`src/rtl/qr_pkg.sv`:
```
// Shared state codes and default widths for the QR decoder control slice.
// Declarations only: no latency or flow control of its own.
package qr_pkg;

   localparam int QR_ADDR_W = 12;
   localparam int QR_CNT_W  = 3;

   typedef logic [3:0] qr_state_t;

   // Codes are fixed: the scan/rotate/demask/decode engines decode this bus directly.
   localparam qr_state_t ST_IDLE     = 4'd0;
   localparam qr_state_t ST_PRE_SCAN = 4'd1;
   localparam qr_state_t ST_NUM      = 4'd2;
   localparam qr_state_t ST_SCAN     = 4'd3;
   localparam qr_state_t ST_ROTATE   = 4'd4;
   localparam qr_state_t ST_LOC      = 4'd5;
   localparam qr_state_t ST_DEMASK   = 4'd6;
   localparam qr_state_t ST_DECODE   = 4'd7;
   localparam qr_state_t ST_FINISH   = 4'd8;

endpackage

```
`src/rtl/qr_sram_mux.sv`:
```
// State-indexed read-address mux for the single image SRAM port; zero latency.
// No backpressure: the owning engine is chosen purely by the sequencer state.
module qr_sram_mux
   import qr_pkg::*;
#(
   parameter int ADDR_W = QR_ADDR_W
)(
   input  logic [3:0]        i_state,
   input  logic [ADDR_W-1:0] i_num_addr,
   input  logic [ADDR_W-1:0] i_scan_addr,
   input  logic [ADDR_W-1:0] i_rotate_addr,
   input  logic [ADDR_W-1:0] i_dec_addr,
   output logic [ADDR_W-1:0] o_raddr
);

   always_comb begin
      o_raddr = '0;
      case (i_state)
         ST_PRE_SCAN, ST_NUM: o_raddr = i_num_addr;
         ST_SCAN:             o_raddr = i_scan_addr;
         ST_ROTATE, ST_LOC:   o_raddr = i_rotate_addr;
         ST_DEMASK, ST_DECODE: o_raddr = i_dec_addr;
         default:             o_raddr = '0;
      endcase
   end

endmodule

```
`src/rtl/qr_decode_ctrl.sv`:
```
// QR decoder sequencer: registered state/counters, one-cycle state transitions, comb SRAM mux.
// Engines hold a state by withholding their done/hit; optional QR_CTRL_WATCHDOG_EN bounds that.
module qr_decode_ctrl
   import qr_pkg::*;
#(
   parameter int ADDR_W     = QR_ADDR_W,
   parameter int CNT_W      = QR_CNT_W,
   parameter int PRE_CYCLES = 4
`ifdef QR_CTRL_WATCHDOG_EN
   , parameter int TIMEOUT  = 4095
`endif
)(
   input  logic              clk,
   input  logic              srst,
   input  logic              qr_decode_start,
   input  logic [ADDR_W-1:0] num_addr,
   input  logic              num_done,
   input  logic [CNT_W-1:0]  num_total,
   input  logic [ADDR_W-1:0] scan_addr,
   input  logic              scan_hit,
   input  logic              scan_end,
   input  logic [ADDR_W-1:0] rotate_addr,
   input  logic              rot_ok,
   input  logic              rot_fail,
   input  logic [ADDR_W-1:0] dec_addr,
   input  logic              demask_done,
   input  logic              decode_done,
   output logic [3:0]        state,
   output logic              state_entry,
   output logic [ADDR_W-1:0] sram_raddr,
   output logic [CNT_W-1:0]  qr_total,
   output logic [CNT_W-1:0]  qr_idx,
   output logic              qr_decode_finish,
   output logic              err
);

   localparam logic [3:0] PRE_LAST = 4'(PRE_CYCLES - 1);

   logic [3:0]       r_state;
   logic             r_entry;
   logic [CNT_W-1:0] r_total;
   logic [CNT_W-1:0] r_idx;
   logic             r_err;
   logic [3:0]       r_pre;

   logic [3:0]       w_next;
   logic [CNT_W-1:0] w_total_nxt;
   logic [CNT_W-1:0] w_idx_nxt;
   logic [CNT_W-1:0] w_idx_inc;
   logic             w_err_nxt;

   assign w_idx_inc = (r_idx == '1) ? r_idx : r_idx + 1'b1;

`ifdef QR_CTRL_WATCHDOG_EN
   localparam logic [11:0] TMO_LAST = 12'(TIMEOUT - 1);
   logic [11:0] r_wdog;
   logic        w_wd_fire;

   assign w_wd_fire = (r_state inside {ST_NUM, ST_SCAN, ST_ROTATE, ST_DEMASK, ST_DECODE})
                      && (r_wdog == TMO_LAST);

   always_ff @(posedge clk) begin
      if (srst || (w_next != r_state)) r_wdog <= '0;
      else if (r_wdog != '1)           r_wdog <= r_wdog + 12'd1;
   end
`endif

   always_comb begin
      w_next      = r_state;
      w_total_nxt = r_total;
      w_idx_nxt   = r_idx;
      w_err_nxt   = r_err;
      case (r_state)
         ST_IDLE: if (qr_decode_start) begin
            w_next      = ST_PRE_SCAN;
            w_total_nxt = '0;
            w_idx_nxt   = '0;
            w_err_nxt   = 1'b0;
         end
         ST_PRE_SCAN: if (r_pre == PRE_LAST) w_next = ST_NUM;
         ST_NUM: if (num_done) begin
            w_total_nxt = num_total;
            w_next      = (num_total == '0) ? ST_FINISH : ST_SCAN;
         end
         // A hit outranks image exhaustion seen in the same cycle.
         ST_SCAN: if (scan_hit) w_next = ST_ROTATE;
                  else if (scan_end) begin
                     w_next    = ST_FINISH;
                     w_err_nxt = 1'b1;
                  end
         ST_ROTATE: if (rot_ok) w_next = ST_LOC;
                    else if (rot_fail) w_next = ST_SCAN;
         ST_LOC:    w_next = ST_DEMASK;
         ST_DEMASK: if (demask_done) w_next = ST_DECODE;
         ST_DECODE: if (decode_done) begin
            w_idx_nxt = w_idx_inc;
            w_next    = (w_idx_inc == r_total) ? ST_FINISH : ST_SCAN;
         end
         ST_FINISH: w_next = ST_IDLE;
         default:   w_next = ST_IDLE;
      endcase
`ifdef QR_CTRL_WATCHDOG_EN
      if (w_wd_fire) begin
         w_next    = ST_FINISH;
         w_err_nxt = 1'b1;
      end
`endif
   end

   always_ff @(posedge clk) begin
      if (srst || (r_state != ST_PRE_SCAN)) r_pre <= '0;
      else                                  r_pre <= r_pre + 4'd1;
   end

   always_ff @(posedge clk) begin
      if (srst) begin
         r_state <= ST_IDLE;
         r_entry <= 1'b0;
         r_total <= '0;
         r_idx   <= '0;
         r_err   <= 1'b0;
      end else begin
         r_state <= w_next;
         r_entry <= (w_next != r_state);
         r_total <= w_total_nxt;
         r_idx   <= w_idx_nxt;
         r_err   <= w_err_nxt;
      end
   end

   qr_sram_mux #(.ADDR_W(ADDR_W)) u_sram_mux (
      .i_state       (r_state),
      .i_num_addr    (num_addr),
      .i_scan_addr   (scan_addr),
      .i_rotate_addr (rotate_addr),
      .i_dec_addr    (dec_addr),
      .o_raddr       (sram_raddr)
   );

   assign state            = r_state;
   assign state_entry      = r_entry;
   assign qr_total         = r_total;
   assign qr_idx           = r_idx;
   assign err              = r_err;
   assign qr_decode_finish = (r_state == ST_FINISH);

endmodule
```
`config.mk`:
```
export PLATFORM = sky130hd
export DESIGN_NAME = qr_decode_ctrl
export DESIGN_NICKNAME = d
export VERILOG_FILES = /design/src/rtl/qr_pkg.sv /design/src/rtl/qr_sram_mux.sv /design/src/rtl/qr_decode_ctrl.sv
export SDC_FILE = /design/constraint.sdc
export NUM_CORES = 1
export LEC_CHECK = 0
export ABC_CLOCK_PERIOD_IN_PS = 2300
export BUFFER_PORTS_ARGS = -buffer_cell sky130_fd_sc_hd__buf_2
export CORE_UTILIZATION = 42
export CTS_BUF_LIST = sky130_fd_sc_hd__clkbuf_8 sky130_fd_sc_hd__clkbuf_16
export DETAILED_ROUTE_END_ITERATION = 10
export MAX_ROUTING_LAYER = met4
export PLACE_DENSITY = 0.86
export RECOVER_POWER = 25
export SYNTH_ARGS = -nofsm -noshare
export SYNTH_HDL_FRONTEND = slang
export SYNTH_SLANG_ARGS = --single-unit
```
`constraint.sdc`:
```
create_clock -name clk -period 2.3 [get_ports clk]
set_clock_uncertainty 0.15 [all_clocks]
set_input_delay 0.115 -clock clk [delete_from_list [all_inputs] [get_ports clk]]
set_output_delay 0.115 -clock clk [all_outputs]
set_load 0.01 [all_outputs]
```
; ---- Yosys cells after proc, flatten, opt, wreduce, memory -nomap -nowiden
; Cells that the tools add are included.
[classes]
eq_ne = 18
n_mux = 23
reduce_logical = 12
addsub = 2
[op_table]
columns = operator, n
row1 = case mux 12 bit (4 select lines), 1
row2 = two-way mux 4 bit, 11
row3 = case mux 4 bit (8 select lines), 1
row4 = "== test 4 x 3 -> 1 bit, second input constant", 4
row5 = "== test 4 x 2 -> 1 bit, second input constant", 3
row6 = two-way mux 3 bit, 4
row7 = case mux 3 bit (2 select lines), 2
row8 = "!= test 2 bit, second input constant", 5
row9 = AND reduction 3 bit, 2
row10 = nonzero test 2 bit, 3
row11 = OR reduction 2 bit, 3
row12 = "adder 4 x 1 -> 4 bit, second input constant", 1
row13 = "== test 4 x 1 -> 1 bit, second input constant", 1
row14 = "== test 4 bit, second input constant", 1
row15 = logical NOT 4 bit, 1
row16 = "!= test 4 x 1 -> 1 bit, second input constant", 1
row17 = != test 4 bit, 1
row18 = AND reduction 4 bit, 1
row19 = "adder 3 x 1 -> 3 bit, second input constant", 1
row20 = == test 3 bit, 1
row21 = "== test 3 bit, second input constant", 1
row22 = logical NOT 3 bit, 1
row23 = two-way mux 1 bit, 3
row24 = case mux 1 bit (2 select lines), 1
row25 = logical OR 1 bit, 1
[word_totals]
reg_bits = 16
inputBits = 61
output_inout_bits = 25
word_cells = 61

; ---- Longest topological paths before layout
; Gate-level depths: netlist of the first run.
[depth]
ltp_word = 7
ltp_mapped = 7
depth_no_buf = 6

; ---- By module
; A second synthesis of the first run with hierarchy kept.
[unflattened]
hier_cells = 165
area_unflattened_um2 = 1383.8
[modules_own_cells]
columns = mod, cells_per_inst, seq_area_each_um2, area_each_um2, n_inst
row1 = qr_decode_ctrl, 112, 320.3, 1001.0, 1
row2 = qr_sram_mux, 53, 0.0, 382.9, 1

; ---- Worst setup path before layout of the first run
; Ideal clock, no wire load.
[synth_path]
path_kind = register to register
from = register r_idx[0], in the netlist qr_idx[0]
to = register r_entry, in the netlist state_entry
n_path_buf = 1
path_slack_ps = 336
setup_ps = 86
synth_period_minus_slack_ps = 1964
path_stages_with_launch = 8
required_time_ps = 2064
arrival_time_ps = 1728
cell_sequence = dfxtp_1 ha_1 buf_2 xor2_1 and3_1 o32ai_1 a2111oi_0 a211oi_1
[synth_via]
elab_chain_cells = 7
elab_cells_between_ends = 8
cone_classes = add/sub: 1 / eq/ne: 3 / mux: 4
[synth_lines]
columns = element, line_no
row1 = start: declaration, qr_decode_ctrl.sv:42  ; logic [CNT_W-1:0] r_idx;
row2 = start signal: assignment, qr_decode_ctrl.sv:126  ; r_idx <= w_idx_nxt;
row3 = adder 3 x 1 -> 3 bit or == test 3 bit (tied branches), qr_decode_ctrl.sv:52  ; assign w_idx_inc = (r_idx == '1) ? r_idx : r_idx + 1'b1;
row4 = two-way mux 3 bit (*), qr_decode_ctrl.sv:52
row5 = == test 3 bit (*), qr_decode_ctrl.sv:97  ; w_next = (w_idx_inc == r_total) ? ST_FINISH : ST_SCAN;
row6 = two-way mux 4 bit (*), qr_decode_ctrl.sv:97
row7 = two-way mux 4 bit (*), qr_decode_ctrl.sv:95  ; ST_DECODE: if (decode_done) begin
row8 = case mux 4 bit (8 select lines) (*), qr_decode_ctrl.sv:73  ; case (r_state)
row9 = != test 4 bit (*), qr_decode_ctrl.sv:124  ; r_entry <= (w_next != r_state);
row10 = end signal: assignment, qr_decode_ctrl.sv:124
row11 = end: declaration, qr_decode_ctrl.sv:40  ; logic r_entry;
; Mark *: on every way between the ends. The rest lies on a longest branch, timed or not.
; A chain may end at the register's enable or synchronous reset.

; ---- Worst setup path in the final report of the first run
[layout_path]
from = register r_state[0], in the netlist state[0]
to = output sram_raddr[0]
[layout_via]
elab_chain_cells = 3
elab_cells_between_ends = 11
cone_classes = eq/ne: 7 / mux: 1 / reduce/logical: 3
[layout_lines]
columns = element, line_no
row1 = start: declaration, qr_decode_ctrl.sv:39  ; logic [3:0] r_state;
row2 = start signal: assignment, qr_decode_ctrl.sv:123  ; r_state <= w_next;
row3 = "== test 4 x 3 -> 1 bit, or another cell as far along", qr_sram_mux.sv:18  ; case (i_state)
row4 = OR reduction 2 bit, qr_sram_mux.sv:18
row5 = case mux 12 bit (4 select lines) (*), qr_sram_mux.sv:18
row6 = end: declaration, qr_decode_ctrl.sv:30  ; output logic [ADDR_W-1:0] sram_raddr,
; Marks and branches as above.

==> results of run 1 <==
## through the flow
step	area (µm²)	total power (µW)	utilization, %	std cells	hold WS [ns]
6_report	1840	644	60.7	293	0.0548
5_1_grt	1840	677	60.7	293	0.0765
4_1_cts	1840	653	60.7	293	0.0453
3_5_place_dp	1800	443	59.4	290	0.286
3_3_place_gp	1800	441	59.4	290	0.281
2_1_floorplan	1340	362	-	168	0.152
## per-layer routing
metal	up-vias	track usage (%)
met5	-	-
met4	0	10.5
met3	9	1.76
met2	91	43.0
met1	703	24.8
li1	792	-
## flip-flops by register name, summed over array words and instances (netlist names)
name and cells:
state_entry 1, err 1, qr_total 3, r_pre 4, state 4, qr_idx 3
## final timing paths
check           start       endpoint  slack [ns]  cells past startpoint
min reg2reg  r_pre[0]       r_pre[0]        0.30                      1
min              srst      qr_idx[1]        0.05                      2
max          state[0]  sram_raddr[0]        0.11                      6
max reg2reg  state[3]    state_entry        0.22                      5
## area by class of cell
type / count / area (µm²)
sequential: 16 / 323
clock buffer: 3 / 41.3
tap: 44 / 55.1
timing repair buffer: 91 / 462
multi-input combinational: 135 / 942
inverter: 4 / 15.0
fill: 270 / 1190
## cell usage in the layout, fill, tap and decap left out, types with 2 or more instances in the layout
| cell | n |
|---|---|
| nor2_1 | 25 |
| and3_1 | 2 |
| nand2_1 | 11 |
| clkbuf_8 | 3 |
| clkbuf_1 | 7 |
| xnor2_1 | 2 |
| nor4b_1 | 2 |
| or2_0 | 3 |
| buf_2 | 78 |
| nand3_1 | 6 |
| a21o_1 | 2 |
| inv_1 | 4 |
| nand2b_1 | 3 |
| nor2b_1 | 5 |
| buf_4 | 6 |
| a211oi_1 | 2 |
| mux2i_1 | 15 |
| dfxtp_2 | 2 |
| dfxtp_1 | 14 |
| ha_1 | 2 |
| a21oi_1 | 12 |
| nor3_1 | 2 |
| xor2_1 | 3 |
| a221o_1 | 13 |
## cell families (layout without fill, tap and decap cells)
| kind of cell | count (synthesis) | in the layout |
|---|---|---|
| buffers and inverters | 17 | 98 |
| AOI/OAI and AO/OA | 42 | 42 |
| DFF | 16 | 16 |
| adders and majority gates | 2 | 2 |
| muxes | 15 | 15 |
| and+or+nand+nor | 71 | 71 |
| xor gates and xnor gates | 5 | 5 |
## worst max-delay path, delay by kind of cell, from the launching register on
kind                      cells  cell delay [ns]
DFF                           1             0.61
buffers and inverters         3             0.58
AOI/OAI and AO/OA             1             0.30
xor gates and xnor gates      1             0.12
and+or+nand+nor               1             0.06
## power by group through the flow
stage	clock [µW]	sequential [µW]	combinational, µW
2_1_floorplan	0	294	67.6
3_3_place_gp	0	295	147
3_5_place_dp	0	295	148
4_1_cts	214	289	149
5_1_grt	223	290	165
6_report	206	289	149
## what timing repair did
item	CTS	global route
gates resized for setup	0	3
buffers inserted	0	0
setup endpoints to repair	0	13
hold endpoints to repair	0	0
==> metrics.log, run 1 <==
INFO  metric timing.critical_path.slowest_stage_cell = dfxtp_1
INFO  metric postRouteAntennaNets = 0
INFO  metric detailedRoute.firstIterationViolations = 74
INFO  metric ir_worst_vdd = between 0.2 and 0.25 mV
INFO  metric run_status = finished, violations left
INFO  metric syn_avg_cell_area = 7.98 µm²
INFO  metric netlist.top_cell.by_area = dfxtp_1
INFO  metric synth_cell_types = between 40 and 50
INFO  metric die_height = 58.5 µm
INFO  metric nNetsFinal = 314
INFO  metric vias_in_the_first_global_route = about 1500
INFO  metric post_synth_and_or_nand_nor_area_fraction = between 20% and 30%
INFO  metric postSynth.asyncResetShare = 0%
INFO  metric clock_sinks = 16
INFO  metric violations = design-rule violations
INFO  metric place_ws = around 0.16 ns
INFO  metric max-cap-violations = 0
INFO  metric finalWorstSetupSlack = 0.114 ns
INFO  metric wire_length_of_the_first_global_routing_pass = 5.97 mm
INFO  metric synth-edff-count = 0
INFO  metric synth-warning-count = 0
INFO  metric p_comb_share = 23.1%
INFO  metric clkTransAtPathRegs = 0.05 ns
INFO  metric yosysMostFrequentCell = nor2_1
INFO  metric clock_tree_buffer_depth = 2
INFO  metric worst_slew_margin_rel = 66.8%
INFO  metric xor_xnor_share_of_the_synthesized_area = 3.27%
INFO  metric die_area = 3420 µm²
INFO  metric arrival = 1.92 ns
INFO  metric syn-num-nets = 231
INFO  metric power_frac_clock = 32.0%
INFO  metric compound_gate_portion_of_the_synthesized_area = about a quarter
INFO  metric totalNegativeSetupSlack = 0 ns
INFO  metric final_layout_size_suffix_gt1_share = 37.3%
INFO  metric synth_ff_type = dfxtp_1
INFO  metric timing.final.setup_violations = 0
INFO  metric synth.ff_latch_count = 16
INFO  metric synth_top_cell_area_share = 23.9%
INFO  metric tightestPinTransition = about 0.50 ns
INFO  metric cp_slowest_stage_delay = 0.61 ns
INFO  metric cts-buffers-inserted = 3
INFO  metric gp_congestion = 0.920
INFO  metric post-route-drc-count = 1
INFO  metric total_leakage_power = 0.000818 µW
INFO  metric pin_count_of_the_biggest_net_entering_global_routing = 21
INFO  metric crit_path_start_kind = register
INFO  metric critPathKind = register to output port
INFO  metric synth_top_family_by_area = simple AND/OR/NAND/NOR gates
INFO  metric post_synth_mux_area_share = between 10% and 20%
INFO  metric hpwl_reported_at_the_end_of_detailed_placement = 2.93 mm
INFO  metric wl_met3 = 235 µm
INFO  metric vias_per_cell = 5.44
INFO  metric gr-usage-all-layers = 23.1%
INFO  metric boundaryPins = 86
INFO  metric yosysSeqAreaShare = 23.9%
INFO  metric adder_and_majority_cell_fraction_of_the_synthesized_area = 1.87%
INFO  metric p_int = 479 µW
INFO  metric route.layer.met1.wl = ~1.6 mm
INFO  metric hold_viol = 0
INFO  metric synth_area = 1340 µm²
INFO  metric hold_path.class = input pin to register
INFO  metric drt_pre_antenna_iters = 7
INFO  metric required = 2.04 ns
INFO  metric setup.worst_path.end_class = output port
INFO  metric cts_tree = built
INFO  metric swShare = roughly a quarter
INFO  metric seqPwrFrac = 44.9%
INFO  metric cts_max_level = 1
INFO  metric insertion_delay = between 0.2 and 0.3 ns
INFO  metric place.port_buffers = 85
INFO  metric cts.root.buffer_cell = clkbuf_8
INFO  metric routed_wl = approximately 3.8 mm
INFO  metric core_area = approximately 3000 µm²
INFO  metric rsz0062_at_grt = no
INFO  metric die_w = 58.5 µm
INFO  metric switchingPower = 165 µW
INFO  metric timing.critical_path.cells = buf_4 > xnor2_1 > nor3_1 > buf_4 > a221o_1 > buf_2
INFO  metric diodes = 0
INFO  metric path_common_cell = buf_4
INFO  metric start_util = approximately 44%
INFO  metric top_signal_layer_used = met4
INFO  metric area_added_between_synthesis_and_finish = 37.2%
INFO  metric layout_min_cycle_time = 2.19 ns
INFO  metric synth.top_cells.by_area = dfxtp_1 24%, mux2i_1 11%, a221o_1 9.7%, nor2_1 7.0%, a21oi_1 4.5%
INFO  metric met2_length = ~1.9 mm
INFO  metric cellPowerDensity = 350 nW/µm²
INFO  metric final-max-slew-violation-count = 0
INFO  metric synth_top_cells_by_count = 25 x nor2_1, 16 x dfxtp_1, 15 x mux2i_1
INFO  metric critical_path_peak_fanout = 12
INFO  metric grt-ovfl-total = 0
INFO  metric cts_hold_buffers = 0
INFO  metric route.detailed.wl_per_inst = 12.8 µm
INFO  metric antenna_violations_before_repair = 0
INFO  metric synthCells = 168
INFO  metric clock.fmax = ~460 MHz
INFO  metric final.period_utilization = a little over nine tenths
INFO  metric std_cell_rows = 20
INFO  metric vias = between 1500 and 2000
Power figures use the tool's default switching activity.
==> run 2, diff against run 1 <==
--- a/config.mk
+++ b/config.mk
@@ -11,7 +11,7 @@
 export CTS_BUF_LIST = sky130_fd_sc_hd__clkbuf_8 sky130_fd_sc_hd__clkbuf_16
 export DETAILED_ROUTE_END_ITERATION = 10
 export MAX_ROUTING_LAYER = met4
-export PLACE_DENSITY = 0.86
+export PLACE_DENSITY = 0.8
 export RECOVER_POWER = 25
 export SYNTH_ARGS = -nofsm -noshare
 export SYNTH_HDL_FRONTEND = slang
==> run 2 against run 1 <==
The flow now finishes without violations. Fmax rose by 1.3%. Utilization up 0.87 points. Final area increased by 1.4%. Sequential power about the same. Global-route usage shrank 0.31 points. Sequential cell count is the same. Clock power up 22%. Hold slack lost 0.0023 ns. Critical path depth is the same. Non-clock buffer count grew 3. Sequential share of layout area decreased by 0.38 points.
==> metrics.log, run 2 (synthesized netlist as in run 1, its figures left out) <==
INFO  metric run_status = finished, final reports clean
INFO  metric start_util = 44.3% (unchanged)
INFO  metric cts_hold_buffers = 0 (unchanged)
INFO  metric finalWorstSetupSlack = 0.141 ns (+0.0272 ns)
INFO  metric die_w = 58.5 µm (unchanged)
INFO  metric clock_tree_buffer_depth = 2 (unchanged)
INFO  metric commonest_non_fill_non_tap_cell_in_the_layout = buf_2
INFO  metric pin_count_of_the_biggest_net_entering_global_routing = 14 (-33%)
INFO  metric clkTransAtPathRegs = 0.07 ns (+0.02 ns)
INFO  metric place_ws = 0.238 ns (+0.0764 ns)
INFO  metric setup.worst_path.end_class = output port
INFO  metric numPlacedInstances = 293 (+1.0%)
INFO  metric grt-ovfl-total = 0 (unchanged)
INFO  metric final_util = 61.6% (+0.87 points)
INFO  metric die_height = 58.5 µm (unchanged)
INFO  metric arrival = 1.89 ns (-0.03 ns)
INFO  metric gr-usage-all-layers = 22.8% (-0.31 points)
INFO  metric routed_wl = 3.84 mm (+2.1%)
INFO  metric hpwl_reported_at_the_end_of_detailed_placement = 3.05 mm (+3.9%)
INFO  metric critPathKind = register to output port
INFO  metric route.detailed.wl_per_inst = 12.9 µm (+0.75%)
INFO  metric vias_per_cell = 5.47 (+0.51%)
INFO  metric detailedRoute.firstIterationViolations = 34 (-54%)
INFO  metric min_delay_path_depth = 2 (unchanged)
INFO  metric gp_congestion = 0.873 (-5.2%)
INFO  metric diodes = 0 (unchanged)
INFO  metric vias_in_the_first_global_route = 1409 (-3.8%)
INFO  metric timing.final.setup_violations = 0 (unchanged)
INFO  metric nNetsFinal = 317 (+0.96%)
INFO  metric final-max-slew-violation-count = 0 (unchanged)
INFO  metric postRouteAntennaNets = 0 (unchanged)
INFO  metric rr_worst_depth = 6 (+1)
INFO  metric area_added_between_synthesis_and_finish = 39.1%
INFO  metric dpl-instance-area = 1820 µm² (+1.3%)
INFO  metric max-cap-violations = 0 (unchanged)
INFO  metric worst-path-buf-inv = 3 (unchanged)
INFO  metric cts-buffers-inserted = 3 (unchanged)
INFO  metric vias = 1625 (+1.9%)
INFO  metric totalNegativeSetupSlack = 0 ns (unchanged)
INFO  metric ir_worst_vdd = 0.171 mV (-23%)
INFO  metric boundaryPins = 86 (unchanged)
INFO  metric antenna_violations_before_repair = 0 (unchanged)
INFO  metric tightestPinTransition = 0.499 ns (+0.00128 ns)
INFO  metric cell_family_contributing_the_most_delay_on_the_critical_path = flip-flops
INFO  metric final.period_utilization = 93.9% (-1.2 points)
INFO  metric rsz0062_at_grt = no
INFO  metric timing.critical_path.from = state[0]
INFO  metric timing.rr.start = qr_idx[0]
INFO  metric drt_pre_antenna_iters = 4 (-3)
INFO  metric insertion_delay = 0.25 ns (about the same)
INFO  metric cts.root.buffer_cell = clkbuf_8
INFO  metric final_cell_mix = 76 x buf_2, 25 x nor2_1, 16 x dfxtp_1
INFO  metric timing.critical_path.cells = buf_4 > xnor2_1 > nor3_1 > buf_4 > a221o_1 > buf_2
INFO  metric die_area = 3420 µm² (unchanged)
INFO  metric cts_tree = built
INFO  metric worst_slew_margin_rel = 66.6% (-0.14 points)
INFO  metric min-delay-start = srst
INFO  metric crit_path_start_kind = register
INFO  metric place.port_buffers = 85 (unchanged)
INFO  metric cts_max_level = 1 (unchanged)
INFO  metric clock.fmax = 463 MHz (+1.3%)
INFO  metric crit_cells = 6 (unchanged)
INFO  metric stdcell_count = 297 (+1.4%)
INFO  metric final_layout_size_suffix_gt1_share = 36.4% (-0.99 points)
INFO  metric cellPowerDensity = 370 nW/µm² (+5.7%)
INFO  metric area_of_all_placed_cells_without_fillers = 1860 µm² (+1.4%)
INFO  metric core_area = 3030 µm² (unchanged)
INFO  metric layout_min_cycle_time = 2.16 ns (-0.0272 ns)
INFO  metric required = 2.04 ns (about the same)
INFO  metric post-route-drc-count = 0 (-1)
INFO  metric std_cell_rows = 20 (unchanged)
INFO  metric critical_path_peak_fanout = 13 (+1)
INFO  metric hold_viol = 0 (unchanged)
INFO  metric hold_path.class = input pin to register
INFO  metric cts.repair_timing.setup_buffer_count = 0 (unchanged)
INFO  metric path_common_cell = buf_4
INFO  metric cp_slowest_stage_delay = 0.61 ns (about the same)
INFO  metric timing.critical_path.slowest_stage_cell = dfxtp_1
INFO  metric wire_length_of_the_first_global_routing_pass = 5.93 mm (-0.69%)
INFO  metric total_leakage_power = 0.000828 µW (+1.2%)
INFO  metric postCtsResizedCells = 0 (unchanged)
INFO  metric clock_sinks = 16 (unchanged)
run 2: cell types whose count changed in the layout (fill, tap and decap cells not counted), sizes merged:
cell    previous run  this run
clkbuf            10        13
buf               84        85
run 2: power breakdown:
part / switching [µW] / internal (µW) / total (µW)
Clock: 100 / 152 / 252
Sequential: 7.27 / 282 / 289
Combinational: 68.6 / 80.1 / 149
run 2: cell type report:
class,instances,area [µm²]
clock buffer,4,55.1
fill,283,1160
inverter,4,15.0
multi-input combinational,135,937
sequential,16,320
tap,44,55.1
timing repair buffer,94,482
run 2: through the flow:
step	hold slack, ns	power (µW)
finish	0.0525	690
global route	0.0754	720
CTS	0.0411	696
detailed placement	0.290	444
global placement	0.284	442
floorplan	0.152	362
run 2: worst paths after layout:
kind | endpoint | slack, ns
worst min register to register | r_pre[0] | 0.30
worst max register to register | state_entry | 0.20
worst min-delay path | qr_idx[0] | 0.05
worst max-delay path | sram_raddr[8] | 0.14
run 2: routing by layer:
| layer | up-vias | GRT usage [%] | part of all wire (%) |
|---|---|---|---|
| met3 | 9 | 1.98 | 5.9 |
| met2 | 79 | 40.9 | 52 |
| met5 | - | - | 0 |
| met4 | 0 | 9.52 | 2.1 |
| met1 | 737 | 25.9 | 40 |
| li1 | 800 | - | - |
